**config.mk**
```make
export PLATFORM = sky130hd
export DESIGN_NAME = sseg_frame_ctrl
export DESIGN_NICKNAME = d
export VERILOG_FILES = /design/src/rtl/sseg_frame_ctrl.sv
export SDC_FILE = /design/constraint.sdc
export NUM_CORES = 1
export LEC_CHECK = 0
export CAP_MARGIN = 20
export CORE_MARGIN = 5
export CORE_UTILIZATION = 45
export CTS_CLUSTER_SIZE = 20
export DETAILED_ROUTE_END_ITERATION = 16
export PLACE_DENSITY = 0.83
export SLEW_MARGIN = 20
export SYNTH_ARGS = -nofsm -noshare
export SYNTH_HDL_FRONTEND = slang
export SYNTH_SLANG_ARGS = --single-unit
```
**constraint.sdc**
```tcl
create_clock -name clk -period 2.08 [get_ports clk]
set_clock_uncertainty 0.2 [all_clocks]
set_input_delay 0.208 -clock clk [delete_from_list [all_inputs] [get_ports clk]]
set_output_delay 0.208 -clock clk [all_outputs]
set_load 0.05 [all_outputs]
```
**src/rtl/sseg_frame_ctrl.sv**
```systemverilog
// Frame controller for the serial 7-seg path: shadow regs, periodic refresh, optional blink (SSEG_BLINK_EN).
// Write-to-start 2 cycles from IDLE; busy for SHIFT_CYCLES+2 cycles per frame, late writes/ticks coalesce into one follow-up frame.
module sseg_frame_ctrl #(
  parameter int REFRESH_DIV  = 500000,
  parameter int SHIFT_CYCLES = 160,
  parameter int BLINK_DIV    = 25
) (
  input  logic        clk,
  input  logic        rst,
  input  logic        wr_en,
  input  logic [31:0] wr_hexs,
  input  logic [7:0]  wr_points,
  input  logic [7:0]  wr_les,
  input  logic [7:0]  blink_mask,
  output logic [31:0] hexs,
  output logic [7:0]  points,
  output logic [7:0]  LEs,
  output logic        start,
  output logic        busy
);

  localparam int RW = $clog2(REFRESH_DIV);
  localparam int SW = (SHIFT_CYCLES > 1) ? $clog2(SHIFT_CYCLES) : 1;
  localparam logic [RW-1:0] RMAX  = RW'(REFRESH_DIV - 1);
  localparam logic [SW-1:0] SLOAD = SW'(SHIFT_CYCLES - 1);

  typedef enum logic [1:0] {IDLE, LOAD, START, SHIFT} state_t;

  state_t        state;
  logic [RW-1:0] rcnt;
  logic [SW-1:0] scnt;
  logic          tick;
  logic          dirty;
  logic          pend;
  logic [31:0]   sh_hexs;
  logic [7:0]    sh_points;
  logic [7:0]    sh_les;
  logic [7:0]    blink_les;

  assign tick = (rcnt == RMAX);

  always_ff @(posedge clk) begin
    if (rst) rcnt <= '0;
    else     rcnt <= tick ? '0 : rcnt + 1'b1;
  end

`ifdef SSEG_BLINK_EN
  localparam int BW = (BLINK_DIV > 1) ? $clog2(BLINK_DIV) : 1;
  localparam logic [BW-1:0] BMAX = BW'(BLINK_DIV - 1);

  logic [BW-1:0] bcnt;
  logic          blink_off;

  always_ff @(posedge clk) begin
    if (rst) begin
      bcnt      <= '0;
      blink_off <= 1'b0;
    end else if (tick) begin
      if (bcnt == BMAX) begin
        bcnt      <= '0;
        blink_off <= ~blink_off;
      end else begin
        bcnt <= bcnt + 1'b1;
      end
    end
  end

  assign blink_les = blink_mask & {8{blink_off}};
`else
  logic unused_blink;
  assign unused_blink = ^{blink_mask, BLINK_DIV[0]};
  assign blink_les    = 8'h00;
`endif

  always_ff @(posedge clk) begin
    if (rst) begin
      sh_hexs   <= '0;
      sh_points <= '0;
      sh_les    <= '0;
    end else if (wr_en) begin
      sh_hexs   <= wr_hexs;
      sh_points <= wr_points;
      sh_les    <= wr_les;
    end
  end

  always_ff @(posedge clk) begin
    if (rst) begin
      state  <= IDLE;
      scnt   <= '0;
      hexs   <= '0;
      points <= '0;
      LEs    <= 8'hFF;
      start  <= 1'b0;
      busy   <= 1'b0;
      dirty  <= 1'b1;
      pend   <= 1'b0;
    end else begin
      if (wr_en) dirty <= 1'b1;
      if (tick)  pend  <= 1'b1;
      case (state)
        IDLE: begin
          if (dirty | pend) begin
            state <= LOAD;
            busy  <= 1'b1;
          end
        end
        LOAD: begin
          // Shadow is sampled before this edge's write, so a same-cycle write keeps dirty for the next frame.
          hexs   <= sh_hexs;
          points <= sh_points;
          LEs    <= sh_les | blink_les;
          if (!wr_en) dirty <= 1'b0;
          if (!tick)  pend  <= 1'b0;
          start  <= 1'b1;
          state  <= START;
        end
        START: begin
          start <= 1'b0;
          scnt  <= SLOAD;
          state <= SHIFT;
        end
        SHIFT: begin
          if (scnt == '0) begin
            state <= IDLE;
            busy  <= 1'b0;
          end else begin
            scnt <= scnt - 1'b1;
          end
        end
        default: state <= IDLE;
      endcase
    end
  end

endmodule

```
==> impl_metrics.json <==
{
  "regToRegEndpoint": "scnt[5]$_SDFFE_PP0P_",
  "drtIter0Drc": 254,
  "p_leak_uw": 0.00307,
  "yosys_register_bits": 129,
  "synth_flop_cell": "dfxtp_1",
  "max_freq_mhz": 506,
  "tritoncts": "built",
  "syn2layout_area_growth_pct": 37.4,
  "crit_family": "simple AND/OR/NAND/NOR gates",
  "dpl.hpwl_um": 6760,
  "utilization_pct": 62.8,
  "ys_types": 37,
  "avgSynthCellArea_um2": 9.88,
  "clk_latency_ns": 0.50,
  "drc_errors": 0,
  "worst_setup_path_end_kind": "flop",
  "initial_utilization_pct": 45.7,
  "slowest_delay_ns": 0.50,
  "synth_edf_count": 0,
  "antenna_found_initial": 0,
  "fin_cells": 750,
  "synthCells": 497,
  "required_ns": 2.30,
  "synthesis.area_um2": 4910,
  "diodes": 0,
  "die_area_um2": 13100,
  "finalHoldWorstSlack_ns": 0.102,
  "cts_root_buffer": "clkbuf_8",
  "grt_overflow": 0,
  "outcome": "completed",
  "grt_max_degree": 104,
  "crit_arrival_ns": 2.20,
  "die_h_um": 114,
  "min_period_over_period_pct": 95.0,
  "clk_pin_slew_ns": 0.06,
  "cap_violations": 0,
  "synth_fp_nets": 563,
  "power_density_nw_per_um2": 1230,
  "clock-sinks": 129,
  "port_buffers": 100,
  "drv_slew": 0,
  "h-tree-depth": 4,
  "reg2reg_depth": 4,
  "r2r_start": "state[0]$_SDFFE_PP0P_",
  "post_cts_buffers": 0,
  "avgRoutedWirePerCell_um": 14.0,
  "viasPerCell": 4.95,
  "hp-start": "wr_en",
  "critPathSlowestCell": "or3b_2",
  "final-hold-violation-count": 0,
  "clk_path_buf_depth": 2,
  "ant_nets": 0,
  "worstSetupPathType": "reg2reg",
  "ys_seq_area_share_pct": 52.6,
  "finalSetupViolCount": 0,
  "worst_hold_path_type": "in2reg",
  "final_nets": 663,
  "track_usage_pct": 16.7,
  "worstMarginPinSlew_ns": 0.532,
  "grt_pass1_vias": 3883,
  "via_count": 3714,
  "cp-start-kind": "flop",
  "slew_headroom_pct": 64.7,
  "drive_above_1_share_pct": 7.54,
  "routed_wl_um": 10500,
  "die_w_um": 114,
  "synth-warning-count": 0,
  "crit_chain": "ha_1 -> or3b_2 -> or4_1 -> a211oi_1",
  "cp_max_fo": 4,
  "crit_buf_inv": 0,
  "reg2reg_slack_ns": 0.10,
  "nFillCells": 919,
  "dp_cells": 717,
  "grt_pass1_wl_um": 17700,
  "max-vdd-ir-drop_mv": 0.632,
  "final.min_clock_period_ns": 1.98,
  "coreArea_um2": 10700,
  "async_flop_share_pct": 0,
  "io_pins": 109,
  "whs_path_depth": 4,
  "rows": 38,
  "cts_buffers": 17,
  "place_congestion": 0.852,
  "rsz0062_at_grt": "true",
  "worstHoldEndpoint": "dirty$_SDFF_PP1_",
  "dr.pass1.iters": 4
}
==> worst max-delay path by stage <==
stage / start / to / cells after the start
after global placement: state[0]$_SDFFE_PP0P_ / scnt[5]$_SDFFE_PP0P_ / 4
after CTS: points[4]$_SDFFE_PP0N_ / points[4] / 1
after detailed placement: state[0]$_SDFFE_PP0P_ / scnt[5]$_SDFFE_PP0P_ / 4
final: state[0]$_SDFFE_PP0P_ / scnt[5]$_SDFFE_PP0P_ / 4
after global routing: scnt[0]$_SDFFE_PP0P_ / state[0]$_SDFFE_PP0P_ / 6
after floorplan: state[0]$_SDFFE_PP0P_ / scnt[5]$_SDFFE_PP0P_ / 5
==> cells in the final DEF, fill, tap and decap left out, drive strengths merged, types with 2 or more instances in the layout <==
cell type / netlist / layout
a211oi: 5 / 5
a21oi: 9 / 9
a311oi: 2 / 2
a31oi: 2 / 2
and3: 3 / 3
buf: 9 / 9
bufinv: 0 / 5
clkbuf: 18 / 20
clkdlybuf4s50: 0 / 48
clkinv: 0 / 5
dfxtp: 129 / 129
dlygate4sd2: 0 / 31
dlymetal6s2s: 0 / 19
ha: 7 / 7
inv: 14 / 15
mux2i: 97 / 97
nand2: 15 / 15
nand3: 8 / 8
nand4: 5 / 5
nor2: 117 / 117
nor2b: 2 / 2
nor3: 6 / 6
nor3b: 3 / 3
nor4: 8 / 8
nor4b: 2 / 2
o21ai: 7 / 7
or3: 2 / 2
or3b: 2 / 2
or4: 3 / 3
xnor2: 15 / 15
==> layout make-up <==
cell class	count	area [um2]	share of cell area (%)
clock buffers	20	455	6.75
clock inverters	12	203	3.00
inverters	14	52.6	0.779
multi-input cells	327	2180	32.3
flip-flops and latches	129	2580	38.3
well taps	140	175	2.60
repair buffers	108	1100	16.3
==> power breakdown <==
part           leakage, uW  switching, uW  internal, uW  total (uW)
Sequential         0.00106            172          2750        2920
Clock             0.000321           1060          2170        3230
Combinational      0.00170           1310           859        2170
==> flip-flops by register name, indices dropped and copies added, names as in the netlist <==
register / count
hexs: 32
sh_hexs: 32
rcnt: 19
LEs: 8
points: 8
scnt: 8
sh_les: 8
sh_points: 8
state: 2
busy: 1
dirty: 1
pend: 1
start: 1
==> routing by layer <==
| metal | vias up | part of all wire [%] | global-route usage, % |
|---|---|---|---|
| met3 | 11 | 5.8 | 6.08 |
| li1 | 1887 | - | - |
| met1 | 1738 | 42 | 18.2 |
| met5 | - | 0 | 0 |
| met2 | 78 | 51 | 29.4 |
| met4 | 0 | 1.4 | 6.41 |
==> kinds of logic (layout without fill, tap and decap cells) <==
| logic type | after synthesis | after routing | share of synthesized area (%) |
|---|---|---|---|
| xor gates and xnor gates | 16 | 16 | 2.85 |
| AOI/OAI and AO/OA | 29 | 29 | 3.69 |
| and+or+nand+nor | 178 | 178 | 16.0 |
| buffers and inverters | 41 | 154 | 3.29 |
| DFF | 129 | 129 | 52.6 |
| adders and majority gates | 7 | 7 | 1.78 |
| muxes | 97 | 97 | 19.8 |
==> synth_stat cells (2+ instances only) <==
master    count  area share (%)
a21oi_1       9            0.92
nor4b_1       2            0.36
a211oi_1      5            0.76
or3b_2        2            0.36
a311oi_1      2            0.36
nor2_1      117             8.9
ha_1          7             1.8
nor4_1        8             1.0
dfxtp_1     129              53
buf_1         5            0.38
or3_1         2            0.25
nand2_1      15             1.1
o21ai_0       5            0.51
nor3_1        6            0.61
nand3_1       8            0.82
clkbuf_1     18             1.4
xnor2_1      15             2.7
buf_2         3            0.31
a31oi_1       2            0.25
nor2b_1       2            0.25
nand4_1       5            0.64
nor3b_1       3            0.46
mux2i_1      97              20
or4_1         2            0.31
and3_1        3            0.38
inv_1        14             1.1
==> per-stage QoR <==
step / area (um2) / TNS, ns / worst slack [ns] / total power, uW
after floorplan: 4910 / 0 / 0.0944 / 4540
after global placement: 6060 / 0 / 0.152 / 5130
after detailed placement: 6060 / 0 / 0.0871 / 5200
after CTS: 6690 / 0 / 0.00159 / 8390
after global routing: 6750 / -0.0115 / -0.0115 / 8720
final: 6750 / 0 / 0.104 / 8320
==> worst reg2reg max path, stage by stage (launching register included) <==
cell and delay (ns):
dfxtp_1 0.39, ha_1 0.18, or3b_2 0.50, or4_1 0.41
a211oi_1 0.22
==> what timing repair did <==
action | 4_1_cts | 5_1_grt
hold endpoints to repair | 8 | 0
endpoints found under the setup margin | 31 | 22
gates resized for setup | 31 | 20
hold buffers | 1 | 0
Note: power is estimated with default switching activity, not from simulation.
